### src/rtl/bus_response_if.sv
// ---------------------------------------------------------------------------
// bus_response_if
// Bundles the master-facing bus signals of bus_response: the master request
// (cyc/stb/adr), the decoder results (sel/invalid), the per-slave
// acknowledge and read-data vectors, and the response back to the master.
//
// Modports:
//   slave  - used by bus_response (it answers the master's request)
//   master - used by whatever drives the request side (bench or interconnect)
//
// Handshake: a request is cyc_i & stb_i sampled on a rising clock edge while
// the responder is idle. The responder answers with exactly one single-cycle
// pulse of ack_o (dat_o valid in that cycle) or err_o; cyc_i must stay high
// until that pulse, and dropping cyc_i earlier abandons the transfer silently.
// ---------------------------------------------------------------------------
interface bus_response_if #(
    parameter int NSLV = 9
) ();
    logic                 cyc_i;
    logic                 stb_i;
    logic [31:0]          adr_i;
    logic [NSLV-1:0]      sel_i;
    logic                 invalid_i;
    logic [NSLV-1:0]      ack_s_i;
    logic [32*NSLV-1:0]   dat_s_i;
    logic                 ack_o;
    logic                 err_o;
    logic [31:0]          dat_o;

    modport slave (
        input  cyc_i, stb_i, adr_i, sel_i, invalid_i, ack_s_i, dat_s_i,
        output ack_o, err_o, dat_o
    );

    modport master (
        output cyc_i, stb_i, adr_i, sel_i, invalid_i, ack_s_i, dat_s_i,
        input  ack_o, err_o, dat_o
    );
endinterface

### src/rtl/bus_response.sv
// ---------------------------------------------------------------------------
// bus_response
// Response path of a shared bus: waits for the decoded slave to acknowledge,
// returns its read data, or raises a bus error on an undecodable address,
// a bad select vector, or an acknowledge timeout. Errors are counted
// (saturating) and the faulting address is captured.
//
// Ports:
//   clk_i        - clock, rising edge
//   rst_n        - asynchronous active-low reset
//   bus          - bus_response_if.slave (request, decoder, slave acks/data,
//                  ack_o/err_o/dat_o back to the master)
//   busy_o       - high whenever the FSM is not IDLE
//   err_cnt_o    - saturating bus-error count
//   err_adr_o    - address of the most recent bus error
//   dbg_state_o  - current FSM state (0 IDLE, 1 WAIT, 2 RESP)
// ---------------------------------------------------------------------------
module bus_response #(
    parameter int TIMEOUT = 255,
    parameter int NSLV    = 9
) (
    input  logic                 clk_i,
    input  logic                 rst_n,
    bus_response_if.slave        bus,
    output logic                 busy_o,
    output logic [7:0]           err_cnt_o,
    output logic [31:0]          err_adr_o,
    output logic [1:0]           dbg_state_o
);

    typedef enum logic [1:0] {
        S_IDLE = 2'd0,
        S_WAIT = 2'd1,
        S_RESP = 2'd2
    } state_t;

    localparam logic [7:0]      TMO = TIMEOUT[7:0];
    localparam logic [NSLV-1:0] ONE = 1;

    state_t          state_q, state_d;
    logic [NSLV-1:0] sel_q, sel_d;
    logic [31:0]     adr_q, adr_d;
    logic [7:0]      cnt_q, cnt_d;
    logic            resp_err_q, resp_err_d;   // pending response is an error
    logic [31:0]     dat_q, dat_d;
    logic [7:0]      err_cnt_q, err_cnt_d;
    logic [31:0]     err_adr_q, err_adr_d;

    logic            req;
    logic            sel_onehot;
    logic            bad_req;
    logic            sel_ack;
    logic [31:0]     sel_data;

    assign req        = bus.cyc_i & bus.stb_i;
    // x & (x-1) clears the lowest set bit; zero result means at most one bit.
    assign sel_onehot = (bus.sel_i != '0) && ((bus.sel_i & (bus.sel_i - ONE)) == '0);
    assign bad_req    = bus.invalid_i | ~sel_onehot;
    // Masking with sel_q makes acks from unselected slaves invisible.
    assign sel_ack    = |(bus.ack_s_i & sel_q);

    // sel_q is one-hot whenever WAIT is entered, so OR-ing masked slots
    // yields exactly the selected slave's word.
    always_comb begin
        sel_data = '0;
        for (int k = 0; k < NSLV; k++) begin
            if (sel_q[k]) begin
                sel_data = sel_data | bus.dat_s_i[32*k +: 32];
            end
        end
    end

    always_comb begin
        state_d    = state_q;
        sel_d      = sel_q;
        adr_d      = adr_q;
        cnt_d      = cnt_q;
        resp_err_d = resp_err_q;
        dat_d      = dat_q;
        err_cnt_d  = err_cnt_q;
        err_adr_d  = err_adr_q;

        case (state_q)
            S_IDLE: begin
                if (req) begin
                    sel_d = bus.sel_i;
                    adr_d = bus.adr_i;
                    cnt_d = '0;
                    if (bad_req) begin
                        resp_err_d = 1'b1;
                        state_d    = S_RESP;
                    end else begin
                        state_d    = S_WAIT;
                    end
                end
            end
            S_WAIT: begin
                if (!bus.cyc_i) begin
                    // Master abandoned the cycle: leave without responding.
                    state_d = S_IDLE;
                end else if (sel_ack) begin
                    // Checked before the timeout so a last-cycle ack wins.
                    dat_d      = sel_data;
                    resp_err_d = 1'b0;
                    state_d    = S_RESP;
                end else if (cnt_q == TMO) begin
                    resp_err_d = 1'b1;
                    state_d    = S_RESP;
                end else begin
                    cnt_d = cnt_q + 8'd1;
                end
            end
            S_RESP: begin
                state_d = S_IDLE;
                if (resp_err_q) begin
                    err_adr_d = adr_q;
                    if (err_cnt_q != 8'hFF) begin
                        err_cnt_d = err_cnt_q + 8'd1;
                    end
                end
            end
            default: begin
                state_d = S_IDLE;
            end
        endcase
    end

    always_ff @(posedge clk_i or negedge rst_n) begin
        if (!rst_n) begin
            state_q    <= S_IDLE;
            sel_q      <= '0;
            adr_q      <= '0;
            cnt_q      <= '0;
            resp_err_q <= 1'b0;
            dat_q      <= '0;
            err_cnt_q  <= '0;
            err_adr_q  <= '0;
        end else begin
            state_q    <= state_d;
            sel_q      <= sel_d;
            adr_q      <= adr_d;
            cnt_q      <= cnt_d;
            resp_err_q <= resp_err_d;
            dat_q      <= dat_d;
            err_cnt_q  <= err_cnt_d;
            err_adr_q  <= err_adr_d;
        end
    end

    // Responses decode straight from the state register, so reset clears
    // them immediately and RESP lasts exactly one cycle.
    assign bus.ack_o   = (state_q == S_RESP) && !resp_err_q;
    assign bus.err_o   = (state_q == S_RESP) &&  resp_err_q;
    assign bus.dat_o   = dat_q;
    assign busy_o      = (state_q != S_IDLE);
    assign err_cnt_o   = err_cnt_q;
    assign err_adr_o   = err_adr_q;
    assign dbg_state_o = state_q;

endmodule

### src/flat_wrapper.sv
// flat-port wrapper written by rule: the top's interface ports become plain ports
module bus_response_flat 
#(
    parameter int TIMEOUT = 255,
    parameter int NSLV    = 9
)
  (clk_i, rst_n, busy_o, err_cnt_o, err_adr_o, dbg_state_o, bus_cyc_i, bus_stb_i, bus_adr_i, bus_sel_i, bus_invalid_i, bus_ack_s_i, bus_dat_s_i, bus_ack_o, bus_err_o, bus_dat_o);
  bus_response_if #(.NSLV(NSLV)) bus_i ();
  input  logic clk_i;
  input  logic rst_n;
  output logic busy_o;
  output logic [7:0] err_cnt_o;
  output logic [31:0] err_adr_o;
  output logic [1:0] dbg_state_o;
  input wire logic [$bits(bus_i.cyc_i)-1:0] bus_cyc_i;
  input wire logic [$bits(bus_i.stb_i)-1:0] bus_stb_i;
  input wire logic [$bits(bus_i.adr_i)-1:0] bus_adr_i;
  input wire logic [$bits(bus_i.sel_i)-1:0] bus_sel_i;
  input wire logic [$bits(bus_i.invalid_i)-1:0] bus_invalid_i;
  input wire logic [$bits(bus_i.ack_s_i)-1:0] bus_ack_s_i;
  input wire logic [$bits(bus_i.dat_s_i)-1:0] bus_dat_s_i;
  output wire logic [$bits(bus_i.ack_o)-1:0] bus_ack_o;
  output wire logic [$bits(bus_i.err_o)-1:0] bus_err_o;
  output wire logic [$bits(bus_i.dat_o)-1:0] bus_dat_o;
  assign bus_i.cyc_i = bus_cyc_i;
  assign bus_i.stb_i = bus_stb_i;
  assign bus_i.adr_i = bus_adr_i;
  assign bus_i.sel_i = bus_sel_i;
  assign bus_i.invalid_i = bus_invalid_i;
  assign bus_i.ack_s_i = bus_ack_s_i;
  assign bus_i.dat_s_i = bus_dat_s_i;
  assign bus_ack_o = bus_i.ack_o;
  assign bus_err_o = bus_i.err_o;
  assign bus_dat_o = bus_i.dat_o;
  bus_response #(.TIMEOUT(TIMEOUT), .NSLV(NSLV)) u_core (.clk_i(clk_i), .rst_n(rst_n), .bus(bus_i), .busy_o(busy_o), .err_cnt_o(err_cnt_o), .err_adr_o(err_adr_o), .dbg_state_o(dbg_state_o));
endmodule
### config.mk
export PLATFORM = sky130hd
export DESIGN_NAME = bus_response_flat
export DESIGN_NICKNAME = d
export VERILOG_FILES = /design/src/rtl/bus_response_if.sv /design/src/rtl/bus_response.sv /design/src/flat_wrapper.sv
export SDC_FILE = /design/constraint.sdc
export NUM_CORES = 1
export LEC_CHECK = 0
export BUFFER_PORTS_ARGS = -buffer_cell sky130_fd_sc_hd__buf_2
export CAP_MARGIN = 15
export CORE_AREA = 2 2 162 164
export DETAILED_ROUTE_END_ITERATION = 6
export DIE_AREA = 0 0 164 166
export PLACE_DENSITY = 0.55
export SLEW_MARGIN = 40
export SYNTH_ARGS = -nofsm -noshare
export SYNTH_HDL_FRONTEND = slang
export SYNTH_SLANG_ARGS = --single-unit
### constraint.sdc
create_clock -name clk_i -period 1.81 [get_ports clk_i]
set_input_delay 0.362 -clock clk_i [delete_from_list [all_inputs] [get_ports clk_i]]
set_output_delay 0.362 -clock clk_i [all_outputs]
set_load 0.05 [all_outputs]
## Word-level counts from Yosys, hierarchy flattened

Index checks and enable logic that the tools add are counted.

- Register bits after elaboration: 124
- Input bits: 343

- Bitwise logic cells: 13
- Equal/unequal tests: 11
- Reductions and logical operators: 17
- Mux-type cells: 26
- Add/sub/neg operators: 3

Operator list:

| operator | count |
|---|---|
| two-way mux 32 bit | 9 |
| OR 32 bit | 8 |
| two-way mux 8 bit | 4 |
| bitwise AND 9 bit | 2 |
| adder 8 x 1 -> 8 bit, second input constant | 2 |
| one-hot mux 8 bit (2 select lines) | 1 |
| two-way mux 2 bit | 5 |
| AND reduction 5 bit | 2 |
| logical NOT 9 bit | 1 |
| nonzero test 9 bit | 1 |
| OR reduction 9 bit | 1 |
| subtractor 9 x 1 -> 9 bit, second input constant | 1 |
| == test 8 bit, second input constant | 1 |
| != test 8 bit, second input constant | 1 |
| != test 2 bit, second input constant | 3 |
| AND reduction 2 bit | 3 |
| AND reduction 3 bit | 2 |
| two-way mux 1 bit | 5 |
| != test 2 x 1 -> 1 bit, second input constant | 2 |
| != test 4 x 2 -> 1 bit, second input constant | 1 |
| one-hot mux 2 bit (2 select lines) | 1 |
| nonzero test 2 bit | 2 |
| logical AND 1 bit | 3 |
| != test 3 x 1 -> 1 bit, second input constant | 1 |
| 8 further kinds | 8 |

## Logic depth before layout (Yosys ltp)

- Depth after elaboration: 17
- Depth in mapped cells: 8
- Depth with buffers taken out: 6

## Worst setup path after synthesis

Ideal clock, no wire load.

- Path type: register to output
- From: register u_core.state_q[0], in the netlist u_core.dbg_state_o[0]
- To: output bus_ack_o
- Arrival: 1.986 ns
- Stages on the path, launching flop included: 3
- Required time: 1.448 ns
- Setup slack: -0.538 ns
- Cells stage by stage: dfrtp_1 -> clkbuf_1 -> nor3b_1

- Word-level cells in the longest chain between the ends: 2

RTL lines:

| item | line | source |
|---|---|---|
| from (decl) | bus_response.sv:40 | `state_t state_q, state_d;` |
| from (signal assigned) | bus_response.sv:139 | `state_q <= state_d;` |
| == test 2 bit | bus_response.sv:152 | `assign bus.ack_o = (state_q == S_RESP) && !resp_err_q;` |
| logical AND 1 bit | bus_response.sv:152 |  |
| to (decl) | flat_wrapper.sv:22 | `output wire logic [$bits(bus_i.ack_o)-1:0] bus_ack_o;` |

Every way passes these cells.

## Worst setup path after layout

- From: input bus_sel_i[0]
- To: register u_core.state_q[0], in the netlist u_core.dbg_state_o[0]

- Word-level cells in the longest chain between the ends: 9

RTL lines:

| item | line | source |
|---|---|---|
| from (decl) | flat_wrapper.sv:18 | `input wire logic [$bits(bus_i.sel_i)-1:0] bus_sel_i;` |
| subtractor 9 x 1 -> 9 bit | bus_response.sv:57 | `assign sel_onehot = (bus.sel_i != '0) && ((bus.sel_i & (bus.sel_i - ONE)) == '0);` |
| bitwise AND 9 bit | bus_response.sv:57 |  |
| logical NOT 9 bit | bus_response.sv:57 |  |
| logical AND 1 bit (*) | bus_response.sv:57 |  |
| NOT 1 bit (*) | bus_response.sv:58 | `assign bad_req = bus.invalid_i \| ~sel_onehot;` |
| OR 1 bit (*) | bus_response.sv:58 |  |
| two-way mux 2 bit (*) | bus_response.sv:89 | `if (bad_req) begin` |
| two-way mux 2 bit (*) | bus_response.sv:85 | `if (req) begin` |
| one-hot mux 2 bit (2 select lines) (*) | bus_response.sv:83 | `case (state_q)` |

Every way passes the cells marked *; elsewhere a longest branch is shown, timed or not. The select of a mux whose other input is x is not followed.
A chain may end at the register's enable or synchronous reset.

==> results.yml <==
drt:
  avgViaCountPerCell: 5.036
  wl_per_cell_um: 19.65
  drt-total-wl_um: 29550
  drc: 0
  firstDrtPassIters: 5
  vias: 7574
  first_iter_violations: 725
  postRouteAntennaNets: 0
power_and_ir_drop:
  powerDensity_nw_per_um2: 1042
  p_leak_nw: 5.220
  irDropWorstVdd_uv: 577.0
cells_and_area:
  drive_above_1_share_pct: 45.01
  n_fill_cell: 2686
  multi_input_area_um2: 3053
  area_growth_syn_to_layout_pct: 55.96
  num-nets-final: 1494
  seqCellArea_um2: 3105
synth:
  yosysSeqAreaShare_pct: 49.35
  ys_ff_latch: 124
  async_flop_share_pct: 100.0
  postSynthAreaPerCell_um2: 8.708
  syn_area_um2: 6287
  synth_nets: 1067
  ys_warn_count: 0
  synth_cells: 722
  ys_types: 37
  synth_edf_count: 0
  synth_flop_cell: "dfrtp_1"
job:
  cap_violations: 0
worst_setup_path:
  worstPathArrival_ps: 2170
  slowest_delay_ps: 540
  worstSetupStartpointType: "primary input"
  critPathMaxFanout: 3
  crit_chain: "buf_6 > or4_4 > or3_4 > and3_4 > or4_4 > a21bo_2"
  cp_num_buf_inv: 1
  crit_path_frequent_cell: "or4_4"
  crit_type: "primary input to flip-flop"
  end_kind: "flip-flop"
  critPathTopFamily: "simple AND/OR/NAND/NOR gates"
  cp_slowest_cell: "or4_4"
  critPathRequiredTime_ps: 2110
sta:
  slew_headroom_pct: 65.00
  grt_setup_unrepaired: "true"
  hold_violations: 0
  period_share_pct: 103.4
  fin_setup_tns_ps: -121.2
  finClkSkew_ps: 10.55
  worst_slack_ps: -61.08
  slew_viol_final: 0
  worstMarginPinSlew_ps: 525.1
  max_freq_ghz: 0.5345
  min_period_ps: 1871
  setup_violations: 2
global_route:
  grt_pass1_vias: 7447
  grt_max_degree: 53
  grt_pass1_wl_um: 43030
  grt_usage_pct: 20.94
  gr-total-overflow: 0
  antenna_found_initial: 11
cts:
  clock_sinks: 124
  cts_buffers: 17
  cts-root-buf: "clkbuf_16"
  clockBufferDepth: 2
  clock_latency_ps: 420
  ctsHtreeMaxLevel: 4
  cts_tree: "yes"
  clk_pin_slew_worst_paths_ps: 60
placement:
  dpl_worst_slack_ps: -487.7
  hpwl_um: 22770
  gp_congestion: 0.9083
  portBuffers: 419
die:
  die_h_um: 166
  io_pins: 420
  start_util_pct: 24.54
  design.core.area_um2: 25620
  fp-row-count: 59
  die_area_um2: 27220
  fp.dieW_um: 164
status:
  run_status: "finished, violations left"
  violations: "setup timing"
worst_hold_path:
  hold_class: "primary input to flip-flop"
-- cell usage after synthesis, drive strengths merged (2+ instances only) --
master	number	area, um2
nand3	34	170.2
nor3	3	15.01
dfrtp	124	3103
xnor2	4	35.03
a221oi	33	295.3
nor2	36	135.1
a21oi	40	200.2
and3	8	50.05
clkbuf	51	191.4
xor2	3	26.28
nor4b	3	26.28
nand2	227	852.1
o21ai	11	55.05
inv	3	11.26
nor2b	2	12.51
a222oi	33	330.3
nand4	6	37.54
buf	10	37.54
or4	2	22.52
ha	2	25.02
or3	7	48.80
a22oi	67	503.0
-- worst paths after layout --
check / from / to / slack [ps] / cells after the start
max in group asynchronous: rst_n / u_core.adr_q[18]$_DFFE_PN0P_ / 840 / 3
max: bus_sel_i[0] / u_core.dbg_state_o[0]$_DFFE_PN0P_ / -60 / 6
min: bus_adr_i[21] / u_core.adr_q[21]$_DFFE_PN0P_ / 140 / 3
max reg2reg: u_core.sel_q[4]$_DFFE_PN0P_ / u_core.cnt_q[4]$_DFFE_PN0P_ / 40 / 5
min reg2reg: u_core.adr_q[10]$_DFFE_PN0P_ / u_core.err_adr_o[10]$_DFFE_PN0P_ / 460 / 2
min in group asynchronous: rst_n / u_core.err_adr_o[3]$_DFFE_PN0P_ / 380 / 2
-- layout make-up --
cell class / count / area share [%]
Sequential cell: 124 / 31.67
Multi-Input combinational cell: 535 / 31.13
Timing Repair Buffer: 468 / 26.41
Clock buffer: 18 / 4.479
Tap cell: 335 / 4.275
Clock inverter: 14 / 1.735
Antenna cell: 7 / 0.1786
Inverter: 3 / 0.1148
-- logic make-up (layout without fill, tap and decap cells) --
group           after synthesis  after routing  share of synthesized area (%)
fa+ha+maj                     3              3                         0.5572
other cells                   0              7                              0
simple gates                333            333                          22.33
mux                           1              1                         0.1791
flops                       124            124                          49.35
xor+xnor                      7              7                         0.9751
compound gates              190            191                          22.79
buf+inv                      64            503                          3.821
-- what timing repair did --
item	in CTS	in global routing
setup endpoints to repair	13	22
pin swaps	0	12
endpoints found under the hold margin	26	0
hold buffers	1	0
setup buffers	1	3
gates resized for setup	9	12
cloned	0	1
-- layout by cell type (no fill, tap or decap), types with 7 or more instances in the layout --
cell type and instances:
buf_2 414, a221oi_1 31, buf_4 41, buf_12 7, nand2_1 227, o21ai_0 10
dfrtp_1 122, a22oi_1 66, nor2_1 34, a21oi_1 38, clkbuf_16 17, a222oi_1 33
diode_2 7, nand3_1 33
-- power breakdown --
part           switching [mW]  total, mW  internal [mW]  leakage (nW)
sequential              0.255       3.40           3.14          1.61
combinational            2.14       3.24           1.10          3.31
clock                    1.45       3.58           2.13         0.300
-- sequential cells by signal (all words and copies together) (netlist names) --
| register | count |
|---|---|
| u_core.adr_q | 32 |
| u_core.err_adr_o | 32 |
| u_core.sel_q | 9 |
| u_core.dbg_state_o | 2 |
| u_core.resp_err_q | 1 |
| u_core.cnt_q | 8 |
| u_core.bus.dat_o | 32 |
| u_core.err_cnt_o | 8 |
-- metrics by stage --
stage	area, um2	total power [mW]	util (%)	hold WS [ps]	std cells
2_1_floorplan	6327	5.306	-	66.41	722
3_5_place_dp	9040	6.635	35.29	258.5	1459
5_1_grt	9798	10.70	38.25	131.4	1501
4_1_cts	9707	10.31	37.89	120.7	1493
3_3_place_gp	9040	6.611	35.29	258.4	1459
6_report	9806	10.21	38.28	136.6	1504
-- worst register-to-register path, stage by stage, from the launching register on --
cell,delay (ps)
dfrtp_1,430
a222oi_1,300
and3_4,280
a41oi_2,200
or3_1,360
a21oi_1,130
-- metal layers --
layer | global-route usage [%] | wire length (um) | up-vias
li1 | - | - | 3512
met1 | 27.94 | 12280 | 3620
met2 | 32.59 | 13890 | 382
met3 | 5.744 | 2576 | 50
met5 | 0 | 62 | -
met4 | 7.285 | 743 | 10
Note: power is estimated with default switching activity, not from simulation.
